File: src/rtl/pm_sort_ctrl.sv
// pm_sort_ctrl: sequential path-metric sorter controller for the SCL decoder.
//
// Buffers NUM {index, PM} entries, sorts them in place by odd-even
// transposition using a single compare-and-swap unit (one pair per cycle),
// then streams out the KEEP entries with the smallest path metrics.
//
// Ports:
//   clk        clock, rising edge
//   rst_n      asynchronous active-low reset
//   clr        synchronous abort, returns to LOAD and drops the current job
//   in_valid   input entry valid
//   in_ready   high only while loading
//   in_data    candidate entry {index, PM}
//   out_valid  output entry valid
//   out_ready  downstream accept
//   out_data   sorted entry, zero when out_valid is low
//   out_last   marks the KEEP-th output entry
//   busy       high while sorting or emitting
module pm_sort_ctrl #(
    parameter int PM_WIDTH    = 8,
    parameter int INDEX_WIDTH = 3,
    parameter int NUM         = 8,
    parameter int KEEP        = 4
) (
    input  logic                            clk,
    input  logic                            rst_n,
    input  logic                            clr,
    input  logic                            in_valid,
    output logic                            in_ready,
    input  logic [PM_WIDTH+INDEX_WIDTH-1:0] in_data,
    output logic                            out_valid,
    input  logic                            out_ready,
    output logic [PM_WIDTH+INDEX_WIDTH-1:0] out_data,
    output logic                            out_last,
    output logic                            busy
);

    localparam int EW = PM_WIDTH + INDEX_WIDTH;
    localparam int PW = $clog2(NUM);

    localparam logic [PW-1:0] LAST_SLOT = PW'(NUM - 1);
    localparam logic [PW-1:0] KEEP_LAST = PW'(KEEP - 1);

    typedef enum logic [1:0] {
        S_LOAD = 2'd0,
        S_SORT = 2'd1,
        S_OUT  = 2'd2
    } state_t;

    state_t         state_reg, state_next;
    logic [PW-1:0]  wr_ptr_reg, wr_ptr_next;
    logic [PW-1:0]  rd_ptr_reg, rd_ptr_next;
    logic [PW-1:0]  pass_reg, pass_next;
    logic [PW-1:0]  pair_reg, pair_next;
    logic [EW-1:0]  bank_reg [NUM];

    logic           in_fire, out_fire;
    logic           last_load, last_out, last_pair, last_pass, sort_done;
    logic [PW-1:0]  pair_hi;
    logic [EW-1:0]  cmp_a, cmp_b, cmp_lo, cmp_hi;
    logic           swap;

    // Handshakes are void in a cycle where clr is asserted.
    assign in_fire   = in_valid && (state_reg == S_LOAD) && !clr;
    assign out_fire  = out_ready && (state_reg == S_OUT) && !clr;
    assign last_load = in_fire && (wr_ptr_reg == LAST_SLOT);
    assign last_out  = out_fire && (rd_ptr_reg == KEEP_LAST);

    // The current pair (j, j+1) is the last of its pass when j+2 would run
    // off the end of the bank, i.e. j+3 >= NUM.
    assign last_pair = (int'(pair_reg) + 3 >= NUM);
    assign last_pass = (pass_reg == LAST_SLOT);
    assign sort_done = (state_reg == S_SORT) && last_pair && last_pass;

    // Compare-and-swap: strict less-than keeps the pair, equal PMs swap.
    assign pair_hi = pair_reg + PW'(1);
    assign cmp_a   = bank_reg[pair_reg];
    assign cmp_b   = bank_reg[pair_hi];
    assign swap    = !(cmp_a[PM_WIDTH-1:0] < cmp_b[PM_WIDTH-1:0]);
    assign cmp_lo  = swap ? cmp_b : cmp_a;
    assign cmp_hi  = swap ? cmp_a : cmp_b;

    // State register
    always_ff @(posedge clk or negedge rst_n) begin
        if (!rst_n) begin
            state_reg <= S_LOAD;
        end else begin
            state_reg <= state_next;
        end
    end

    // Next-state logic
    always_comb begin
        state_next = state_reg;
        if (clr) begin
            state_next = S_LOAD;
        end else begin
            case (state_reg)
                S_LOAD:  if (last_load) state_next = S_SORT;
                S_SORT:  if (sort_done) state_next = S_OUT;
                S_OUT:   if (last_out)  state_next = S_LOAD;
                default: state_next = S_LOAD;
            endcase
        end
    end

    // Output decode
    always_comb begin
        in_ready  = (state_reg == S_LOAD);
        busy      = (state_reg == S_SORT) || (state_reg == S_OUT);
        out_valid = (state_reg == S_OUT);
        out_data  = '0;
        out_last  = 1'b0;
        if (state_reg == S_OUT) begin
            out_data = bank_reg[rd_ptr_reg];
            out_last = (rd_ptr_reg == KEEP_LAST);
        end
    end

    // Pointer and pass/pair sequencing
    always_comb begin
        wr_ptr_next = wr_ptr_reg;
        rd_ptr_next = rd_ptr_reg;
        pass_next   = pass_reg;
        pair_next   = pair_reg;
        if (clr) begin
            wr_ptr_next = '0;
            rd_ptr_next = '0;
            pass_next   = '0;
            pair_next   = '0;
        end else begin
            if (in_fire) begin
                wr_ptr_next = last_load ? '0 : wr_ptr_reg + PW'(1);
            end
            if (state_reg == S_SORT) begin
                if (last_pair) begin
                    // Next pass starts at j = (pass+1) % 2, no idle cycle.
                    pass_next = last_pass ? '0 : pass_reg + PW'(1);
                    pair_next = last_pass ? '0 : {{(PW-1){1'b0}}, ~pass_reg[0]};
                end else begin
                    pair_next = pair_reg + PW'(2);
                end
            end
            if (out_fire) begin
                rd_ptr_next = last_out ? '0 : rd_ptr_reg + PW'(1);
            end
        end
    end

    always_ff @(posedge clk or negedge rst_n) begin
        if (!rst_n) begin
            wr_ptr_reg <= '0;
            rd_ptr_reg <= '0;
            pass_reg   <= '0;
            pair_reg   <= '0;
        end else begin
            wr_ptr_reg <= wr_ptr_next;
            rd_ptr_reg <= rd_ptr_next;
            pass_reg   <= pass_next;
            pair_reg   <= pair_next;
        end
    end

    // Entry bank: written by the loader in LOAD and by the compare-and-swap
    // unit in SORT; the two never overlap in time.
    always_ff @(posedge clk or negedge rst_n) begin
        if (!rst_n) begin
            for (int i = 0; i < NUM; i++) begin
                bank_reg[i] <= '0;
            end
        end else if (!clr) begin
            for (int i = 0; i < NUM; i++) begin
                if (in_fire && (wr_ptr_reg == PW'(i))) begin
                    bank_reg[i] <= in_data;
                end else if ((state_reg == S_SORT) && (pair_reg == PW'(i))) begin
                    bank_reg[i] <= cmp_lo;
                end else if ((state_reg == S_SORT) && (pair_hi == PW'(i))) begin
                    bank_reg[i] <= cmp_hi;
                end
            end
        end
    end

endmodule

File: config.mk
export PLATFORM = sky130hd
export DESIGN_NAME = pm_sort_ctrl
export DESIGN_NICKNAME = d
export VERILOG_FILES = /design/src/rtl/pm_sort_ctrl.sv
export SDC_FILE = /design/constraint.sdc
export NUM_CORES = 1
export LEC_CHECK = 0
export ABC_AREA = 1
export BUFFER_PORTS_ARGS = -buffer_cell sky130_fd_sc_hd__buf_2
export CORE_MARGIN = 2
export CORE_UTILIZATION = 46
export CTS_BUF_LIST = sky130_fd_sc_hd__clkbuf_16
export DETAILED_ROUTE_END_ITERATION = 16
export PLACE_DENSITY_LB_ADDON = 0.25
export SLEW_MARGIN = 10
export SYNTH_ARGS = -nofsm -noshare
export SYNTH_HDL_FRONTEND = slang
export SYNTH_SLANG_ARGS = --single-unit
File: constraint.sdc
create_clock -name clk -period 11.6 [get_ports clk]
set_clock_uncertainty 0.15 [all_clocks]
set_input_delay 1.16 -clock clk [delete_from_list [all_inputs] [get_ports clk]]
set_output_delay 1.16 -clock clk [all_outputs]
set_load 0.01 [all_outputs]
## After elaboration in Yosys (flattened, before gate mapping)

Index checks and enable logic that the tools add are counted.

| word-level totals | value |
|---|---|
| register bits after elaboration | 102 |

| cells by class | value |
|---|---|
| $add $sub $neg | 6 |
| order comparisons | 5 |
| eq/ne operators | 28 |
| muxes and demuxes | 56 |
| bitwise operators | 5 |
| reductions and logical operators | 59 |

Operators with widths:

| cell | number |
|---|---|
| 11-bit two-way mux | 33 |
| 11-bit binary-select mux with 3-bit select | 3 |
| 3-bit == test (second input constant) | 13 |
| 3-bit two-way mux | 13 |
| 1-bit logical AND | 31 |
| 3-bit nonzero test | 8 |
| 3-bit by 2-bit == test with 1-bit output (second input constant) | 7 |
| 2-bit AND reduction | 9 |
| 4-bit >= comparator (second input constant) | 4 |
| 3-bit by 1-bit adder with 3-bit output (second input constant) | 4 |
| 3-bit inverter with 4-bit output | 3 |
| 3-bit by 1-bit == test with 1-bit output (second input constant) | 3 |
| 3-bit zero test | 3 |
| 8-bit < comparator | 1 |
| 2-bit two-way mux | 4 |
| 2-bit nonzero test | 4 |
| 3-bit by 2-bit != test with 1-bit output (second input constant) | 2 |
| 2-bit case mux with 3 select lines | 1 |
| 3-bit by 2-bit adder with 4-bit output (second input constant) | 1 |
| 3-bit by 2-bit adder with 3-bit output (second input constant) | 1 |
| 3-bit != test (second input constant) | 1 |
| 3-bit AND reduction | 1 |
| 2-bit by 1-bit == test with 1-bit output (second input constant) | 1 |
| 2-bit == test (second input constant) | 1 |
| 5 further kinds | 7 |

## Longest topological paths before layout

| depth | value |
|---|---|
| depth in word-level cells | 10 |
| depth in mapped cells | 26 |
| depth with buffers taken out | 20 |

## Worst setup path before layout

No wires, ideal clock.

| timing | value |
|---|---|
| path kind | register to register |
| start | register pair_reg[0] |
| end | register bank_reg[56] in the netlist's numbering |
| arrival | 3.824 ns |
| required time | 11.373 ns |
| slack | 7.549 ns |
| cell stages (with the launch flop) | 24 |
| path buffers | 7 |
| clock period less this slack | 4.051 ns |
| cell sequence | dfrtp_1 buf_6 inv_8 buf_8 buf_6 buf_6 ha_1 buf_2 buf_1 a21oi_1 o21ai_0 nand2_1 inv_1 o21ai_1 inv_1 ha_1 a21oi_1 nor2_1 a211oi_2 buf_2 nand3_1 nand3_1 nand3_1 a21oi_1 |

| between the ends | value |
|---|---|
| cells in the longest elaborated chain, start to end | 10 |
| elaborated cells between the ends (all ways) | 21 |

Ends and longest elaborated chain:

| element | RTL line | RTL |
|---|---|---|
| from (decl) | 54 | `logic [PW-1:0] pair_reg, pair_next;` |
| from (signal assigned) | 160 | `pair_reg <= pair_next;` |
| 3-bit by 1-bit adder with 3-bit output | 76 | `assign pair_hi = pair_reg + PW'(1);` |
| 3-bit inverter with 4-bit output (not written as such) | 78 | `assign cmp_b = bank_reg[pair_hi];` |
| 11-bit binary-select mux with 3-bit select | 78 |  |
| 11-bit two-way mux (not written as such) (2 in a row) | 78 |  |
| 8-bit < comparator | 79 | `assign swap = !(cmp_a[PM_WIDTH-1:0] < cmp_b[PM_WIDTH-1:0]);` |
| 11-bit two-way mux | 81 | `assign cmp_hi = swap ? cmp_a : cmp_b;` |
| 11-bit two-way mux | 177 | `end else if ((state_reg == S_SORT) && (pair_hi == PW'(i))) begin` |
| 11-bit two-way mux | 175 | `end else if ((state_reg == S_SORT) && (pair_reg == PW'(i))) begin` |
| 11-bit two-way mux | 173 | `if (in_fire && (wr_ptr_reg == PW'(i))) begin` |
| to (signal, indexed assignment) | 174 | `bank_reg[i] <= in_data;` |
| to (signal, indexed assignment) | 176 | `bank_reg[i] <= cmp_lo;` |
| to (signal, indexed assignment) | 178 | `bank_reg[i] <= cmp_hi;` |
| to (decl) | 55 | `logic [EW-1:0] bank_reg [NUM];` |

Parallel ways exist; a longest one is shown, timed or not. The select of a mux whose other input is x is not followed.
A chain may end at the register's enable or synchronous reset.

## Final worst setup path

| timing | value |
|---|---|
| start | register pair_reg[0] |
| end | register bank_reg[86] in the netlist's numbering |

Same word-level chain as after synthesis.

==> out/results.txt <==
The run finished with clean final reports. The worst setup slack for register-to-register paths is 6.38 ns. The initial antenna violation count is 0, and the sum of routed wire length over all layers is 36,100 microns.

The post-detailed-placement half-perimeter wirelength was 25,700 microns; the average detailed-routed wire length per instance was 22.2 microns. STA classifies the critical path startpoint as a flop. After synthesis the netlist holds a flip-flop and latch count of 102.

TritonCTS built the clock tree. The number of different library cells used by synthesis comes to 31. The final core area utilization was 49.0%. In the layout the commonest cells are nand3_1, a21oi_1, o21ai_0. The run gives 9,287 as the via count of the first global-routing pass.

The tool flagged a number of max-cap violations equal to 0. The worst path uses 45.0% of the clock period. Adding up every negative setup slack in the final design gives 0 ns. Number of warnings issued by yosys: 0. The post-route netlist has 10.5% of its cells at a drive strength greater than 1.

Top cell type by total area after synthesis: dfrtp_1. The clock drives 102 sinks. Area growth from synthesis to layout: 4.56%. Data on the critical path arrives at its endpoint at 5.33 ns.

Tracing the worst setup path back leads to its startpoint at pair_reg[0]$_DFFE_PN0P_. For the first-pass GRT wire length, the log shows 55,600 microns. The most critical setup path has its endpoint at bank_reg[86]$_DFFE_PN0P_. For the worst flop-to-flop path, the logic depth is 21. The synthesized design devotes to its leading area cell type 27.9% of total area.

The count of flip-flops with a built-in enable after synthesis was 0. On the critical path the largest part of the delay comes from buffers and inverters. The number of cells after detailed placement was 1,606; the ratio of routed vias to standard cells was 6.49. The post-CTS setup buffer count was 0. Remaining antenna violation count after routing: 0. By startpoint and endpoint, the worst setup path is classified as reg2reg. Final count of negative-setup-slack endpoints: 0. The floorplan has 51 rows.

The run gives 0 as the hold violation total from the final report. The reg-to-reg startpoint was pair_reg[0]$_DFFE_PN0P_. Traced cell by cell, the critical path runs through buf_4, inv_8, ha_1, buf_4, inv_2, a21oi_1, o21ai_1, nand2_1, inv_1, o21ai_1, inv_1, ha_1, nand2_1, nor2_1, a211oi_4, buf_4, nand2_4, nand2_1, nand3_1, nand3_1, a21oi_1. Across all layers, the routed design uses 10,526 vias.

The DRC marker count from the first detailed-route iteration was 1,536; the count of buffer and inverter cells on the critical path was 7. The post-route non-filler standard cell count was 1,622. The worst reg2reg path endpoint is bank_reg[86]$_DFFE_PN0P_. The cell at the root of the clock tree is clkbuf_16. Worst hold path class: reg2reg. The total overflow left after global routing is 0. Averaged over all synthesized cells, the footprint is 6.54 sq um. The first detailed-routing pass ran for 5 iterations.

The final layout contains 1,397 nets. In this run the tightest slew margin relative to its limit is 31.4%. The logs give 46.9% for the initial standard-cell utilization of the core and 0 for the number of antenna repair diodes.

For this design, the CTS-stage hold fixing added 0 buffers. The maximum level of the CTS H-tree came out at 3. The cell depth of the worst setup path was 21. In this run the tool buffered the top-level ports with 30 buffer cells. The placeable core region was 19,500 sq um. The die area came out at 21,000 sq um. STA classifies the critical path endpoint as a flop. Number of flip-flops under the largest register name: 88. Setup repair after global routing left no endpoint under its margin. Of all nets on the critical path, the largest fanout is 108.

After detailed routing, the number of remaining DRC violations is 0. Clock-pin slew was measured on the worst setup and hold paths at 0.08 ns. The number of buffers inserted during clock tree synthesis was 9.

Entering global routing, the biggest net connects 109 pins. The minimum period implied by the final worst setup slack is 5.22 ns. Gates resized during post-CTS repair numbered 0. For the sequential fraction of the synthesis area, the log shows 27.9%. Critical path's largest stage delay: 0.57 ns. The post-synthesis cell area was 9160 sq um. Measured along the y axis, the die boundary spans 145 microns. The die is 145 microns wide. Final count of pins violating max slew: 0. Yosys attributes the largest share of cell area to dfrtp_1, nand3_1, a21oi_1. For this design, the slowest cell found on the critical path is buf_4. The required time at the worst-slack endpoint was 11.70 ns. Top flip-flop cell by instance count after synthesis: dfrtp_1. After synthesis, the share of flip-flops with an asynchronous set or reset is 100%. The highest clock rate was 191 MHz; the insertion delay to the later sink of the worst-skew pair was 0.37 ns. For the pin with the worst max-slew slack, the measured transition is 1.03 ns.

Synthesized net count: 1,444. The congestion estimate from routability-driven global placement came to 0.993. Leaving out fill and tap cells, the most frequent cell in the layout is nand3_1. The total global routing track utilization came out at 33.6%.

The top-level port count was 31. The run gives 2 as the largest buffer count on any clock path. The run gives 1,399 as the count of mapped cells out of synthesis.
synth_stat cells, drive strengths merged, types with 2 or more instances:
cell / instances
clkinv: 3
ha: 29
nand2: 114
nor3: 7
o211ai: 18
nand3: 314
buf: 55
nor2: 131
a21oi: 262
a211oi: 3
o32ai: 2
dfrtp: 102
clkbuf: 59
nand4: 2
a31oi: 32
o21ai: 156
inv: 109
worst reg2reg max path: cells and delay by family (launching register included):
| family | cells | cell delay [ns] |
|---|---|---|
| fa+ha+maj | 2 | 0.74 |
| buf+inv | 7 | 1.97 |
| flops | 1 | 0.34 |
| simple gates | 7 | 1.21 |
| compound gates | 5 | 0.69 |
cells by family after synthesis:
group,after synthesis,synth area share [%]
AND/OR/NAND/NOR,568,29.7
AO/OA/AOI/OAI,474,27.6
buffers and inverters,226,10.9
flip-flops,102,27.9
adder cells (fa/ha/maj),29,3.96
worst min path at each step:
stage / start / endpoint / slack, ns / depth (start not counted)
CTS: pass_reg[1]$_DFFE_PN0P_ / pass_reg[1]$_DFFE_PN0P_ / 0.36 / 2
detailed placement: pass_reg[1]$_DFFE_PN0P_ / pass_reg[1]$_DFFE_PN0P_ / 0.34 / 2
floorplan: pass_reg[1]$_DFFE_PN0P_ / pass_reg[1]$_DFFE_PN0P_ / 0.31 / 2
finish: pass_reg[1]$_DFFE_PN0P_ / pass_reg[1]$_DFFE_PN0P_ / 0.36 / 2
global route: pass_reg[2]$_DFFE_PN0P_ / pass_reg[2]$_DFFE_PN0P_ / 0.39 / 2
global placement: pass_reg[1]$_DFFE_PN0P_ / pass_reg[1]$_DFFE_PN0P_ / 0.32 / 2
per-layer routing:
metal  global-route usage, %  up-vias  part of all wire, %
met5                       0        -                    0
met4                    10.4        0                  3.1
met3                    10.4       96                   14
met2                    47.8      755                   41
met1                    48.4     4892                   42
li1                        -     4783                    -
per-stage QoR:
stage / instance area [sq um] / setup slack (ns) / hold slack (ns)
detailed placement: 9290 / 6.57 / 0.343
finish: 9570 / 6.38 / 0.361
global placement: 9290 / 6.60 / 0.324
floorplan: 9160 / 7.55 / 0.307
global route: 9570 / 6.05 / 0.391
CTS: 9570 / 6.53 / 0.360
layout make-up:
class | instances | area, sq um
Timing Repair Buffer | 56 | 348
Sequential cell | 102 | 2550
Inverter | 112 | 428
Tap cell | 265 | 332
Fill cell | 2085 | 9950
Clock buffer | 9 | 225
Multi-Input combinational cell | 1071 | 5620
Clock inverter | 7 | 63.8
Power is not shown: default switching activity piles up to over one toggle a cycle in this logic, so the estimate is an artifact.
